<file path="config.mk">
export PLATFORM = sky130hd
export DESIGN_NAME = drive_sequencer
export DESIGN_NICKNAME = d
export VERILOG_FILES = /design/src/rtl/drive_sequencer.sv
export SDC_FILE = /design/constraint.sdc
export NUM_CORES = 1
export LEC_CHECK = 0
export ABC_AREA = 1
export ABC_CLOCK_PERIOD_IN_PS = 2800
export CORE_MARGIN = 4
export CORE_UTILIZATION = 40
export CTS_CLUSTER_DIAMETER = 30
export CTS_CLUSTER_SIZE = 8
export DETAILED_ROUTE_END_ITERATION = 8
export GPL_TIMING_DRIVEN = 1
export PLACE_DENSITY = 0.79
export SLEW_MARGIN = 30
export SYNTH_ARGS = -nofsm -noshare
export SYNTH_HDL_FRONTEND = slang
export SYNTH_SLANG_ARGS = --single-unit
export TNS_END_PERCENT = 10
</file>
<file path="constraint.sdc">
create_clock -name clk_in -period 2.8 [get_ports clk_in]
set_input_delay 0.42 -clock clk_in [delete_from_list [all_inputs] [get_ports clk_in]]
set_output_delay 0.42 -clock clk_in [all_outputs]
set_load 0.05 [all_outputs]
</file>
<file path="src/rtl/drive_sequencer.sv">
`default_nettype none
`timescale 1ns/1ps
// ============================================================================
//  Module   : drive_sequencer
//  Purpose  : Frame-synchronous sequencer between the target tracker and the
//             motor control loop. Latches tracker data on each valid frame,
//             gives the control loop a settle window, then registers its
//             speed/turn command. Ramps the motors down when the target is
//             lost and stops them if frames stop arriving.
//  Revision : 1.0 - initial release
// ============================================================================
module drive_sequencer #(
  parameter int SETTLE_CYCLES   = 16,
  parameter int MIN_RAD         = 4,
  parameter int LOST_FRAMES     = 8,
  parameter int RAMP_STEP       = 8,
  parameter int WATCHDOG_CYCLES = 6500000
) (
  input  logic              clk_in,
  input  logic              rst_in,
  input  logic              enable_in,
  input  logic              frame_done_in,
  input  logic [8:0]        cur_pos_x_in,
  input  logic [8:0]        cur_pos_y_in,
  input  logic [23:0]       cur_rad_in,
  input  logic signed [8:0] speed_in,
  input  logic signed [8:0] turn_in,
  output logic              ctrl_ready_out,
  output logic [8:0]        pos_x_out,
  output logic [8:0]        pos_y_out,
  output logic [23:0]       rad_out,
  output logic signed [8:0] speed_out,
  output logic signed [8:0] turn_out,
  output logic              motor_en_out,
  output logic              lost_out,
  output logic [2:0]        state_out
);

  // Counter widths; each is at least one bit so degenerate parameters still elaborate.
  localparam int SW = (SETTLE_CYCLES > 1)   ? $clog2(SETTLE_CYCLES + 1) : 1;
  localparam int MW = (LOST_FRAMES > 1)     ? $clog2(LOST_FRAMES + 1)   : 1;
  localparam int WW = (WATCHDOG_CYCLES > 2) ? $clog2(WATCHDOG_CYCLES)   : 1;

  localparam logic [SW-1:0]     SETTLE_LAST = SW'(SETTLE_CYCLES);
  localparam logic [MW-1:0]     MISS_LIMIT  = MW'(LOST_FRAMES);
  localparam logic [WW-1:0]     WD_LAST     = WW'(WATCHDOG_CYCLES - 1);
  localparam logic [23:0]       RAD_MIN     = 24'(MIN_RAD);
  localparam logic signed [9:0] STEP        = 10'(RAMP_STEP);

  typedef enum logic [2:0] {
    IDLE       = 3'd0,
    WAIT_FRAME = 3'd1,
    SETTLE     = 3'd2,
    LOST       = 3'd3,
    STOP       = 3'd4
  } state_t;

  state_t        state;
  logic [SW-1:0] settle_cnt;
  logic [MW-1:0] miss_cnt;
  logic [WW-1:0] wd_cnt;
  logic          pending;

  logic          frame_event;
  logic          rad_ok;
  logic          wd_expired;
  logic [MW-1:0] miss_inc;
  logic signed [8:0] speed_ramped;
  logic signed [8:0] turn_ramped;

  // Move a signed command toward zero by STEP without crossing zero.
  function automatic logic signed [8:0] ramp_to_zero(input logic signed [8:0] v);
    logic signed [9:0] wide;
    wide = {v[8], v};
    if (wide > STEP) begin
      wide = wide - STEP;
    end else if (wide < -STEP) begin
      wide = wide + STEP;
    end else begin
      wide = '0;
    end
    return wide[8:0];
  endfunction

  // Frame qualification, saturating miss increment and ramped commands.
  always_comb begin
    frame_event  = frame_done_in | pending;
    rad_ok       = (cur_rad_in >= RAD_MIN);
    wd_expired   = (wd_cnt == WD_LAST);
    miss_inc     = (miss_cnt == MISS_LIMIT) ? miss_cnt : miss_cnt + 1'b1;
    speed_ramped = ramp_to_zero(speed_out);
    turn_ramped  = ramp_to_zero(turn_out);
  end

  assign state_out = state;

  // Sequencer: single state register with all outputs registered alongside it.
  always_ff @(posedge clk_in or posedge rst_in) begin
    if (rst_in) begin
      state          <= IDLE;
      ctrl_ready_out <= 1'b0;
      pos_x_out      <= '0;
      pos_y_out      <= '0;
      rad_out        <= '0;
      speed_out      <= '0;
      turn_out       <= '0;
      motor_en_out   <= 1'b0;
      lost_out       <= 1'b0;
      settle_cnt     <= '0;
      miss_cnt       <= '0;
      wd_cnt         <= '0;
      pending        <= 1'b0;
    end else begin
      // The ready strobe is a single-cycle pulse unless re-armed below.
      ctrl_ready_out <= 1'b0;

      if (!enable_in) begin
        // Dropping enable overrides everything, including a coincident frame.
        state        <= IDLE;
        pos_x_out    <= '0;
        pos_y_out    <= '0;
        rad_out      <= '0;
        speed_out    <= '0;
        turn_out     <= '0;
        motor_en_out <= 1'b0;
        lost_out     <= 1'b0;
        settle_cnt   <= '0;
        miss_cnt     <= '0;
        wd_cnt       <= '0;
        pending      <= 1'b0;
      end else begin
        case (state)
          IDLE: begin
            state <= WAIT_FRAME;
          end

          WAIT_FRAME: begin
            // A frame deferred from SETTLE is consumed here, on the first cycle.
            pending <= 1'b0;
            if (frame_event) begin
              wd_cnt <= '0;
              if (rad_ok) begin
                pos_x_out      <= cur_pos_x_in;
                pos_y_out      <= cur_pos_y_in;
                rad_out        <= cur_rad_in;
                ctrl_ready_out <= 1'b1;
                miss_cnt       <= '0;
                settle_cnt     <= '0;
                state          <= SETTLE;
              end else begin
                miss_cnt <= miss_inc;
                if (miss_inc == MISS_LIMIT) begin
                  lost_out <= 1'b1;
                  state    <= LOST;
                end
              end
            end else if (wd_expired) begin
              wd_cnt       <= '0;
              speed_out    <= '0;
              turn_out     <= '0;
              motor_en_out <= 1'b0;
              state        <= STOP;
            end else begin
              wd_cnt <= wd_cnt + 1'b1;
            end
          end

          SETTLE: begin
            // One-deep memory of a frame that arrives while the loop settles.
            if (frame_done_in) begin
              pending <= 1'b1;
            end
            if (settle_cnt == SETTLE_LAST) begin
              speed_out    <= speed_in;
              turn_out     <= turn_in;
              motor_en_out <= 1'b1;
              settle_cnt   <= '0;
              wd_cnt       <= '0;
              state        <= WAIT_FRAME;
            end else begin
              settle_cnt <= settle_cnt + 1'b1;
            end
          end

          LOST: begin
            if (frame_done_in) begin
              wd_cnt <= '0;
              if (rad_ok) begin
                pos_x_out      <= cur_pos_x_in;
                pos_y_out      <= cur_pos_y_in;
                rad_out        <= cur_rad_in;
                ctrl_ready_out <= 1'b1;
                miss_cnt       <= '0;
                settle_cnt     <= '0;
                lost_out       <= 1'b0;
                state          <= SETTLE;
              end else begin
                // Each further miss ramps both commands toward a standstill.
                speed_out    <= speed_ramped;
                turn_out     <= turn_ramped;
                motor_en_out <= motor_en_out &
                                ((speed_ramped != 9'sd0) || (turn_ramped != 9'sd0));
              end
            end else if (wd_expired) begin
              wd_cnt       <= '0;
              speed_out    <= '0;
              turn_out     <= '0;
              motor_en_out <= 1'b0;
              lost_out     <= 1'b0;
              state        <= STOP;
            end else begin
              wd_cnt <= wd_cnt + 1'b1;
            end
          end

          STOP: begin
            // The frame that wakes us only re-arms; it is not processed.
            if (frame_done_in) begin
              wd_cnt   <= '0;
              miss_cnt <= '0;
              state    <= WAIT_FRAME;
            end
          end

          default: begin
            state <= IDLE;
          end
        endcase
      end
    end
  end

endmodule
`default_nettype wire
</file>
-- After elaboration in Yosys (flattened, before gate mapping)
Index checks and enable logic that the tools add are counted.
- bits in registers: 99
- input port bits: 64
- output and inout port bits: 66
- word-level logic and storage cells: 152
- $add $sub $neg: 7
- magnitude comparators: 5
- equality and inequality tests: 26
- muxes and demuxes: 87
- bitwise logic cells: 2
- reduce and logical (&&, ||, !) cells: 12
- operators by type and width (kind ; count):
    $mux 9 ; 24
    $mux 23 ; 6
    $mux 24 ; 4
    $pmux 23 s4 ; 1
    $pmux 9 s3 ; 2
    $pmux 24 s2 ; 1
    $pmux 9 s2 ; 2
    $mux 4 ; 7
    $mux 3 ; 9
    $ne 3x3->1 const B ; 9
    $mux 5 ; 5
    $ge 24x3->1 const B ; 1
    $add 23x1->23 const B ; 1
    $eq 23x23->1 const B ; 1
    $mux 1 ; 19
    $add 9x5->9 const B ; 2
    $gt 9x5->1 const B ; 2
    $lt 9x4->1 const B ; 2
    $reduce_bool 9->1 ; 2
    $sub 9x5->9 const B ; 2
    $pmux 3 s5 ; 1
    $pmux 5 s3 ; 1
    $ne 4x4->1 const B ; 3
    $pmux 4 s3 ; 1
    other kinds (22) ; 31

-- Depth between registers and ports, before layout
- word-level depth: 10
- depth in mapped cells: 17
- gate-level depth less buffers: 17

-- Worst setup path after synthesis
No wires, ideal clock.
- kind: reg2reg
- start: register speed_out[3]
- end: register motor_en_out
- setup time: 118 ps
- arrival time: 2010 ps
- data required time: 2682 ps
- slack: 672 ps
- stages on the path, launching flop included: 15
- path buffers: 0
- period minus slack after synthesis: 2128 ps
- cell sequence: dfrtp_1 inv_1 ha_1 nand3_1 nand2_1 nor2_1 nand2_1 nand2_1 nand3_1 nor2_1 nand3_1 nand2_1 nand2_1 nand2_1 nand2_1
- word-level cells in the longest chain between the ends: 10
- elaborated cells on any way between the ends: 13
- classes of those cells: 2 x add/sub; 2 x order compare; 6 x mux; 1 x bitwise; 2 x reduce/logical
- ends and longest elaborated chain (element ; line ; RTL):
    start, declared ; 32 ; output logic signed [8:0] speed_out,
    start signal, assigned ; 174 ; speed_out <= speed_in;
    start signal, assigned ; 199 ; speed_out <= speed_ramped;
    $add 9x5->9 or $lt 9x4->1 (tied branches) ; 78, 77 ;
    $mux 9 ; 77 ; end else if (wide < -STEP) begin
    $mux 9 * ; 75 ; if (wide > STEP) begin
    $reduce_bool 9->1 * ; 202 ; ((speed_ramped != 9'sd0) || (turn_ramped != 9'sd0));
    $logic_or 1x1->1 * ; 202 ;
    $and 1x1->1 * ; 201 ; motor_en_out <= motor_en_out &
    $mux 1 * ; 188 ; if (rad_ok) begin
    $mux 1 * ; 186 ; if (frame_done_in) begin
    $pmux 1 s3 * ; 132 ; case (state)
    $mux 1 * ; 117 ; if (!enable_in) begin
    end signal, assigned ; 201 ;
    end, declared ; 34 ; output logic motor_en_out,
Every way passes the cells marked *; elsewhere a longest branch is shown, timed or not. The select of a mux whose other input is x is not followed.
A chain may end at the register's enable or synchronous reset.

-- Worst setup path after layout
- start: register speed_out[5]
- end: output port speed_out[5]
No word-level cell between the ends.

==> flow_summary_export.csv <==
group,metric,value,unit
worst_setup_path,crit_fanout,11,
die,die_y,129,µm
synthesis,synth_area,5820,µm²
clock_network,cts_tree,"done",
die,core_area,14000,µm²
clock_network,numCtsBuffers,9,
die,rows,43,
sta,finalWorstSetupSlack,613,ps
sta,timing.fmax,0.457,GHz
place,gp_congestion,0.943,
sta,setup_tns,0,ps
synthesis,synth_edf_count,0,
synthesis,ys.flop_type,"dfrtp_1",
pwr,ir_drop,0.523,mV
die,start_util,41.4,%
worst_setup_path,crit_buf_inv,1,
clock_network,post-cts-setup-buffers,0,
die,ioPinCount,130,
clock_network,cts_buffer_depth,2,
global_routing,first_global_vias,5384,
synthesis,ys_warn_count,0,
sta,holdWs,470,ps
run_status,run_status,"finished clean",
clock_network,clk_pin_slew,70,ps
cells_and_area,layout_commonest_cell,"clkdlybuf4s50_1",
cells_and_area,fillers,1278,
global_routing,grt_use_met1,24.8,%
route,wl,15300,µm
synthesis,ys_ff_latch,99,
worst_setup_path,worstPathCellList,"clkdlybuf4s50_1",
pwr,netSwitchingPower,3.55,mW
global_routing,grt_util_all_layers,18.4,%
global_routing,gr-total-overflow,0,
sta,relSlewSlack,56.8,%
synthesis,async_flop_share,100,%
clock_network,root_buffer,"clkbuf_16",
global_routing,met3_usage,5.35,%
route,drt_iter0_drc,373,
worst_setup_path,end_kind,"output port",
pwr,p_comb_share,54.3,%
pwr,power.leakage,3.37,nW
synthesis,ys_seq_area_share,42.6,%
route,avgViaCountPerCell,5.18,
synthesis,avgSynthCellArea,7.60,µm²
route,firstDrtPassIters,5,
pwr,p_total,7.27,mW
route,avgRoutedWirePerCell,14.2,µm
worst_setup_path,critPathArrivalTime,1770,ps
sta,finClkSkew,7.95,ps
sta,setup-violations-final,0,
worst_setup_path,cp_slowest_cell,"clkdlybuf4s50_1",
cells_and_area,layout_common_cells,"128 x clkdlybuf4s50_1, 118 x nand2_1, 108 x inv_1, 99 x dfrtp_1, 94 x nand3_1",
die,dieArea,16500,µm²
clock_network,cts.sinks,99,
pwr,p_int,3.72,mW
pwr,seqPwrFrac,28.0,%
clock_network,insertion_delay,350,ps
cells_and_area,fin_area,7580,µm²
sta,period_share,78.1,%
cells_and_area,drive_gt1_share,7.38,%
global_routing,grt_max_degree,100,
synthesis,synthDistinctLibCells,45,
synthesis,syn_inst,765,
sta,min_period,2190,ps
clock_network,cts_hold_buffers,0,
route,dr_total_vias,5560,
sta,report.final.hold_viol_count,0,
global_routing,grt_use_met2,29.1,%
sta,rsz0062_at_grt,"false",
sta,slew_viol_final,0,
clock_network,htreeDepth,3,
sta,worst_slew_pin_slew,649,ps
place,dp_worst_setup_slack,305,ps
place,hpwl,11200,µm
die,dieWidth,129,µm
global_routing,grt-busiest-layer,"met2",
route,ant_nets,0,
pwr,pwr-share-clk,17.7,%
cells_and_area,antennaDiodeCount,0,
min_path,min_path_type,"input pin to flip-flop",
cells_and_area,num-nets-final,964,
worst_setup_path,critPathKind,"flip-flop to output port",
global_routing,grt_pass1_wl,25200,µm
synthesis,synth_nets,840,
worst_setup_path,max_stage_delay,870,ps
clock_network,cts-resized-gates,0,
pwr,cellPowerDensity,959,nW/µm²
worst_setup_path,cp.required,2380,ps
pwr,swShare,48.8,%
route,drc,0,
global_routing,antenna_found_initial,0,
place,portBuffers,129,
worst_setup_path,crit_family,"buffers and inverters",
worst_setup_path,start_kind,"flip-flop",
cells_and_area,area_growth,30.3,%
run,maxCapViolations,0,
place,dpl-instance-area,7270,µm²
[Yosys cell counts (2+ instances only)]
cell type  count  area share [%]
o21ai_1       46             4.0
nand2_2        2            0.22
nor2_1        87             5.6
dfrtp_1       99              43
buf_2          8            0.69
nand4_1       19             2.0
nor2_4         6             1.2
xor2_1         7             1.1
o21ai_0       17             1.5
buf_4          4            0.52
buf_6          6             1.2
o22ai_1       15             1.6
a211oi_1       2            0.26
nand3_2        3            0.52
nor2_2         5            0.54
inv_2         12            0.77
or2_2          2            0.22
a21oi_1       28             2.4
nand3b_1       2            0.26
clkbuf_1       7            0.45
nor4_1         7            0.75
inv_1        109             7.0
nand2_4        3            0.58
nor3_1        10            0.86
o31ai_1        6            0.77
a22oi_1       10             1.3
ha_1          11             2.4
o211a_1        2            0.34
nand2_1      118             7.6
o211ai_1       3            0.39
nand3_1       94             8.1
a21oi_2        2            0.30
[path summary, 6_finish.rpt]
path | to | from | cells past startpoint | slack (ps)
setup reg to reg | turn_out[7]$_DFFE_PP0P_ | wd_cnt[0]$_DFFE_PP0P_ | 8 | 650
hold reg to reg | wd_cnt[0]$_DFFE_PP0P_ | wd_cnt[0]$_DFFE_PP0P_ | 1 | 500
max in group asynchronous | pending$_DFFE_PP0P_ | rst_in | 3 | 1840
hold / removal | state_out[1]$_DFFE_PP0P_ | enable_in | 3 | 470
min in group asynchronous | rad_out[10]$_DFFE_PP0P_ | rst_in | 3 | 550
setup / recovery | speed_out[5] | speed_out[5]$_DFFE_PP0P_ | 1 | 610
[flip-flops by register name, summed over array words and instances (netlist names)]
register / cells
miss_cnt: 4
pos_y_out: 9
settle_cnt: 5
turn_out: 9
state_out: 3
pos_x_out: 9
ctrl_ready_out: 1
wd_cnt: 23
lost_out: 1
motor_en_out: 1
pending: 1
speed_out: 9
rad_out: 24
[routing by layer]
layer / wire length, µm / part of all wire, %
met3: 1210 / 7.9
met4: 187 / 1.2
met5: 0 / 0
met2: 6960 / 46
met1: 6930 / 45
[logic make-up after synthesis]
group,Yosys count,synth area share [%]
fa+ha+maj,11,2.37
compound gates,141,14.6
buf+inv,147,10.7
xor+xnor,8,1.20
flops,99,42.6
simple gates,359,28.6
[through the flow]
step / util, % / std cells
after floorplan: - / 765
after global placement: 51.8 / 1058
after detailed placement: 51.8 / 1058
after CTS: 54.0 / 1074
after global routing: 54.0 / 1074
final: 54.0 / 1074
[layout make-up]
class                      count  area [µm²]  share of cell area (%)
multi-input combinational    519        2730                    36.0
sequential                    99        2480                    32.7
timing repair buffer         138        1380                    18.2
inverter                     122         462                    6.09
clock buffer                   9         225                    2.97
tap                          180         225                    2.97
clock inverter                 7        83.8                    1.11
[power groups by stage]
| stage | clock network (mW) | registers, mW | logic [mW] |
|---|---|---|---|
| floorplan | 0 | 3.02 | 1.83 |
| global placement | 0 | 2.05 | 3.89 |
| detailed placement | 0 | 2.05 | 3.93 |
| CTS | 1.32 | 2.04 | 3.94 |
| global route | 1.37 | 2.08 | 4.29 |
| finish | 1.29 | 2.03 | 3.95 |
(Power assumes the default switching activity.)
